--- src/rtl/cla4_vector_writer.sv ---
// Exhaustive stimulus generator and response checker for a 4-bit CLA adder, streaming vectors.
// Optional STOP_ON_ERROR_EN: end the sweep after the first mismatching vector has been emitted.
module cla4_vector_writer #(
    parameter int unsigned LAST_INDEX = 511,
    parameter int unsigned ERR_W      = 16
) (
    input  logic             clk,
    input  logic             reset,
    input  logic             start,
    output logic [3:0]       dut_a,
    output logic [3:0]       dut_b,
    output logic             dut_ci,
    input  logic [3:0]       dut_s,
    input  logic             dut_co,
    output logic [13:0]      vec_data,
    output logic             vec_valid,
    input  logic             vec_ready,
    output logic             busy,
    output logic             done,
    output logic [ERR_W-1:0] err_count,
    output logic [9:0]       vec_count
);

`ifdef STOP_ON_ERROR_EN
    localparam logic StopOnErr = 1'b1;
`else
    localparam logic StopOnErr = 1'b0;
`endif

    localparam logic [8:0] LastIdx = 9'(LAST_INDEX);

    typedef enum logic [2:0] {StIdle, StDrive, StSample, StEmit, StDone} state_e;

    state_e             state_q, state_d;
    logic [8:0]         idx_q, idx_d;
    logic [3:0]         dut_a_q, dut_a_d, dut_b_q, dut_b_d;
    logic               dut_ci_q, dut_ci_d;
    logic [13:0]        vec_data_q, vec_data_d;
    logic               vec_valid_q, vec_valid_d;
    logic               done_q, done_d;
    logic [ERR_W-1:0]   err_q, err_d;
    logic [9:0]         cnt_q, cnt_d;
    logic               stop_q, stop_d;
    logic [4:0]         gold_sum;
    logic               mismatch;

    // idx is laid out as {A, B, Ci}, so it doubles as the top of the vector word.
    assign gold_sum = {1'b0, idx_q[8:5]} + {1'b0, idx_q[4:1]} + {4'b0, idx_q[0]};
    assign mismatch = (dut_s != gold_sum[3:0]) || (dut_co != gold_sum[4]);

    always_comb begin
        state_d     = state_q;
        idx_d       = idx_q;
        dut_a_d     = dut_a_q;
        dut_b_d     = dut_b_q;
        dut_ci_d    = dut_ci_q;
        vec_data_d  = vec_data_q;
        vec_valid_d = vec_valid_q;
        done_d      = done_q;
        err_d       = err_q;
        cnt_d       = cnt_q;
        stop_d      = stop_q;
        unique case (state_q)
            StIdle, StDone: begin
                if (start) begin
                    state_d = StDrive;
                    idx_d   = '0;
                    err_d   = '0;
                    cnt_d   = '0;
                    done_d  = 1'b0;
                    stop_d  = 1'b0;
                end
            end
            StDrive: begin
                dut_a_d  = idx_q[8:5];
                dut_b_d  = idx_q[4:1];
                dut_ci_d = idx_q[0];
                state_d  = StSample;
            end
            StSample: begin
                if (mismatch) begin
                    if (err_q != {ERR_W{1'b1}}) begin
                        err_d = err_q + 1'b1;
                    end
                    stop_d = StopOnErr;
                end
                vec_data_d  = {idx_q, gold_sum[3:0], gold_sum[4]};
                vec_valid_d = 1'b1;
                state_d     = StEmit;
            end
            StEmit: begin
                if (vec_ready) begin
                    vec_valid_d = 1'b0;
                    cnt_d       = cnt_q + 1'b1;
                    if (idx_q == LastIdx || stop_q) begin
                        state_d = StDone;
                        done_d  = 1'b1;
                    end else begin
                        idx_d   = idx_q + 1'b1;
                        state_d = StDrive;
                    end
                end
            end
            default: state_d = StIdle;
        endcase
    end

    always_ff @(posedge clk) begin
        if (reset) begin
            state_q     <= StIdle;
            idx_q       <= '0;
            dut_a_q     <= '0;
            dut_b_q     <= '0;
            dut_ci_q    <= 1'b0;
            vec_data_q  <= '0;
            vec_valid_q <= 1'b0;
            done_q      <= 1'b0;
            err_q       <= '0;
            cnt_q       <= '0;
            stop_q      <= 1'b0;
        end else begin
            state_q     <= state_d;
            idx_q       <= idx_d;
            dut_a_q     <= dut_a_d;
            dut_b_q     <= dut_b_d;
            dut_ci_q    <= dut_ci_d;
            vec_data_q  <= vec_data_d;
            vec_valid_q <= vec_valid_d;
            done_q      <= done_d;
            err_q       <= err_d;
            cnt_q       <= cnt_d;
            stop_q      <= stop_d;
        end
    end

    assign dut_a     = dut_a_q;
    assign dut_b     = dut_b_q;
    assign dut_ci    = dut_ci_q;
    assign vec_data  = vec_data_q;
    assign vec_valid = vec_valid_q;
    assign done      = done_q;
    assign err_count = err_q;
    assign vec_count = cnt_q;
    assign busy      = (state_q != StIdle) && (state_q != StDone);

endmodule

--- config.mk ---
export PLATFORM = sky130hd
export DESIGN_NAME = cla4_vector_writer
export DESIGN_NICKNAME = d
export VERILOG_FILES = /design/src/rtl/cla4_vector_writer.sv
export SDC_FILE = /design/constraint.sdc
export NUM_CORES = 1
export LEC_CHECK = 0
export BUFFER_PORTS_ARGS = -buffer_cell sky130_fd_sc_hd__buf_4
export CAP_MARGIN = 20
export CORE_MARGIN = 5
export CORE_UTILIZATION = 45
export DETAILED_ROUTE_END_ITERATION = 10
export PLACE_DENSITY = 0.7
export SYNTH_ARGS = -nofsm -noshare
export SYNTH_HDL_FRONTEND = slang
export SYNTH_SLANG_ARGS = --single-unit
export TNS_END_PERCENT = 30
--- constraint.sdc ---
create_clock -name clk -period 2.39 [get_ports clk]
set_input_delay 0 -clock clk [delete_from_list [all_inputs] [get_ports clk]]
set_output_delay 0 -clock clk [all_outputs]
set_load 0.03 [all_outputs]
==> key figures <==
Synthesis
  – Synthesized instance count: 354
  – Post-synthesis cell area: 3070 sq um
  – Syn_nets: 372
  – Yosys top cell by area: dfxtp_1
  – Ys async rst share: 0
  – FF+latch count, synth: 63
  – EDFF count, synth: 0
  – Register area share after synthesis: 0.411
  – Main synth FF type: dfxtp_1
  – Synth top area cells: dfxtp_1, a21oi_1, nor2_1
  – YS warnings: 0
  – Mean post-synth cell area: 8.66 sq um
  – Synth cell types: 61
  – Yosys top cell area share: 0.411

Job
  – MaxCap Viol Count: 0

Pwr
  – Power Total: 0.00210 W
  – Leakage dissipation: 1.55 nW
  – Worst vdd ir: 0.389 mV
  – Pwr Density: 531 nW/um^2

STA
  – Slew at the pin closest to its max-slew limit: 0.595 ns
  – Fin. max-slew vios: 0
  – Final hold viol count: 0
  – Final worst path period share: 1.02
  – Clk_skew: 0.00604 ns
  – Final setup viols: 8
  – Slew Limit Headroom: 0.602
  – Max Fclk: 409 MHz
  – Final worst setup slack: -0.0550 ns
  – Fin Setup TNS: -0.258 ns
  – Unrepaired setup endpoints after global routing: yes
  – Final Critical Period: 2.44 ns

Floorplan
  – Die ar.: 8570 sq um
  – Row count: 30
  – Core area: 6720 sq um
  – IO Pins: 61
  – Die H: 92.6 um
  – DIE WIDTH: 92.6 um
  – Starting density of the core: 0.456

Finish
  – Nets: 447
  – Area growth syn-to-layout: 28.8%
  – Fillers: 612
  – ANT cells: 0
  – Layout cells sized above 1: 0.291

Run status
  – Failing checks: setup timing
  – Outcome: complete, but fails checks

Worst setup path
  – CP Class: reg2reg
  – Cell mode on critical path: fa_2
  – CP cell instances: fa_2 > inv_2 > fa_2 > xor2_1 > nand3_1 > nor4_4 > buf_12 > or4_1 > a21oi_1
  – Crit-path slowest cell: or4_1
  – Worst path required time: 2.65 ns
  – Arr. time, crit path: 2.70 ns
  – Max stage delay on crit path: 0.47 ns
  – CP Max Fanout: 27
  – CP endpoint kind: flop
  – Crit start category: flop

Drt
  – Detailed-route via count: 2813
  – Antenna viol nets, final: 0
  – Initial drt markers: 115
  – Detailed Route WL: 7610 um
  – Vias per cell: 5.48
  – Avg WL per Cell: 14.8 um
  – DRC viols: 0
  – Detailed Routing Iterations Pass 1: 4

Global routing
  – First-pass GRT wire length: 13000 um
  – Global route overflow: 0
  – Largest net degree at the start of global routing: 48
  – Antenna violations before repair: 0
  – Vias in the first global route: 2754
  – All-Layer GR Usage: 0.186

Clock tree
  – CTS H-tree lvls: 3
  – Clock Latency Late Sink: 0.33 ns
  – Sink Count: 63
  – Post-CTS Setup Bufs: 0
  – CTS tree: built
  – TritonCTS Buffers: 9
  – Clk buf depth: 2
  – Clock-pin slew of the registers on the worst-case setup and hold paths: 0.07 ns
  – Clock tree root buffer cell: clkbuf_8

Placed design
  – GPL Wtd Cong: 0.799
  – Pre-CTS setup slack: -0.108 ns
  – Port Buffers: 60
  – Hpwl dp: 5290 um

Worst hold path
  – Hold WC Path Type: in2reg
flip-flops by register name, indices dropped and copies added, names as in the netlist:
signal / flops
err_count: 16
vec_data: 14
vec_count: 10
idx_q: 9
dut_a: 4
dut_b: 4
state_q: 3
done: 1
dut_ci: 1
vec_valid: 1
kinds of logic (layout without fill, tap and decap cells):
family                   after synthesis  after routing  synth area share
multiplexers                          10             10            0.0326
AND/OR/NAND/NOR                      150            150             0.250
XOR/XNOR                              20             20            0.0616
buffers and inverters                 29            108            0.0522
AO/OA/AOI/OAI                         73             73             0.151
flip-flops                            63             63             0.411
adder cells (fa/ha/maj)                9              9            0.0416
final cells by class:
type	instances	area, sq um	share of cell area
Multi-Input combinational cell	262	1740	0.441
Sequential cell	63	1270	0.322
Timing Repair Buffer	83	642	0.162
Clock buffer	14	153	0.0386
Tap cell	80	100	0.0253
Inverter	10	37.5	0.00950
Clock inverter	1	5.00	0.00127
metal layers:
metal	global-route usage	up-vias	wire, um
met1	0.224	1343	3330
li1	-	1404	-
met5	0	-	0
met4	0.0631	0	72
met2	0.322	60	3860
met3	0.0471	6	340
stage by stage:
stage	instance area, sq um	hold WS, ns	std cells	utilization
finish	3950	0.0176	513	0.588
global route	3950	0.0102	513	0.588
CTS	3890	0.00372	513	0.580
detailed placement	3710	0.313	497	0.553
global placement	3710	0.288	497	0.553
floorplan	3110	0.185	354	-
cell usage after synthesis (3+ instances only):
| cell type | number |
|---|---|
| dfxtp_1 | 63 |
| nor2_1 | 42 |
| nand2_1 | 41 |
| a21oi_1 | 33 |
| nand3_1 | 19 |
| xnor2_1 | 12 |
| mux2i_1 | 10 |
| inv_1 | 9 |
| o21ai_0 | 8 |
| or4_1 | 8 |
| ha_1 | 7 |
| xor2_1 | 7 |
| buf_2 | 6 |
| nand4_1 | 6 |
| a211oi_1 | 4 |
| and3_1 | 4 |
| buf_6 | 4 |
| clkbuf_1 | 4 |
| o31ai_1 | 4 |
| buf_1 | 3 |
| nor3_1 | 3 |
| o211ai_1 | 3 |
| o21ai_1 | 3 |
| o22ai_1 | 3 |
| or3_1 | 3 |
cell usage in the layout, fill, tap and decap left out, types with 3 or more instances in the layout:
cell and instances:
nor3_1 3, clkbuf_8 10, nand2_1 41, nor2_1 40
o22ai_1 3, nand3_1 19, clkbuf_1 4, o21ai_1 3
o211ai_1 3, ha_1 7, buf_4 80, o21ai_0 8
a21oi_2 3, a211oi_1 4, or4_1 7, xor2_1 6
and3_1 4, o31ai_1 4, or3_1 3, a21oi_1 30
mux2i_1 10, dfxtp_1 60, xnor2_1 12, inv_1 8
nand4_1 6
critical path: cells and delay by family, from the launching register on:
kind,cells,cell delay [ns]
adder cells (fa/ha/maj),2,0.84
XOR/XNOR,1,0.15
flip-flops,1,0.35
buffers and inverters,2,0.23
AO/OA/AOI/OAI,1,0.15
AND/OR/NAND/NOR,3,0.64
final timing paths:
kind / start / to / slack, ns / depth (start not counted)
hold / removal: vec_ready / state_q[1] / 0.02 / 3
setup reg to reg: idx_q[1] / err_count[3] / -0.05 / 9
hold reg to reg: done / done / 0.45 / 2
setup / recovery: idx_q[1] / err_count[3] / -0.05 / 9
power breakdown:
| part | internal, W | switching (W) |
|---|---|---|
| Sequential | 0.00106 | 0.0000130 |
| Clock | 0.000400 | 0.000390 |
| Combinational | 0.0000803 | 0.000157 |
| Total | 0.00154 | 0.000560 |
repair_timing:
| action | CTS | global route |
|---|---|---|
| endpoints found under the hold margin | 1 | 0 |
| endpoints found under the setup margin | 14 | 17 |
| hold buffers | 1 | 0 |
| gates resized for setup | 3 | 10 |
| pin swaps | 9 | 7 |
Power figures use the tool's default switching activity.
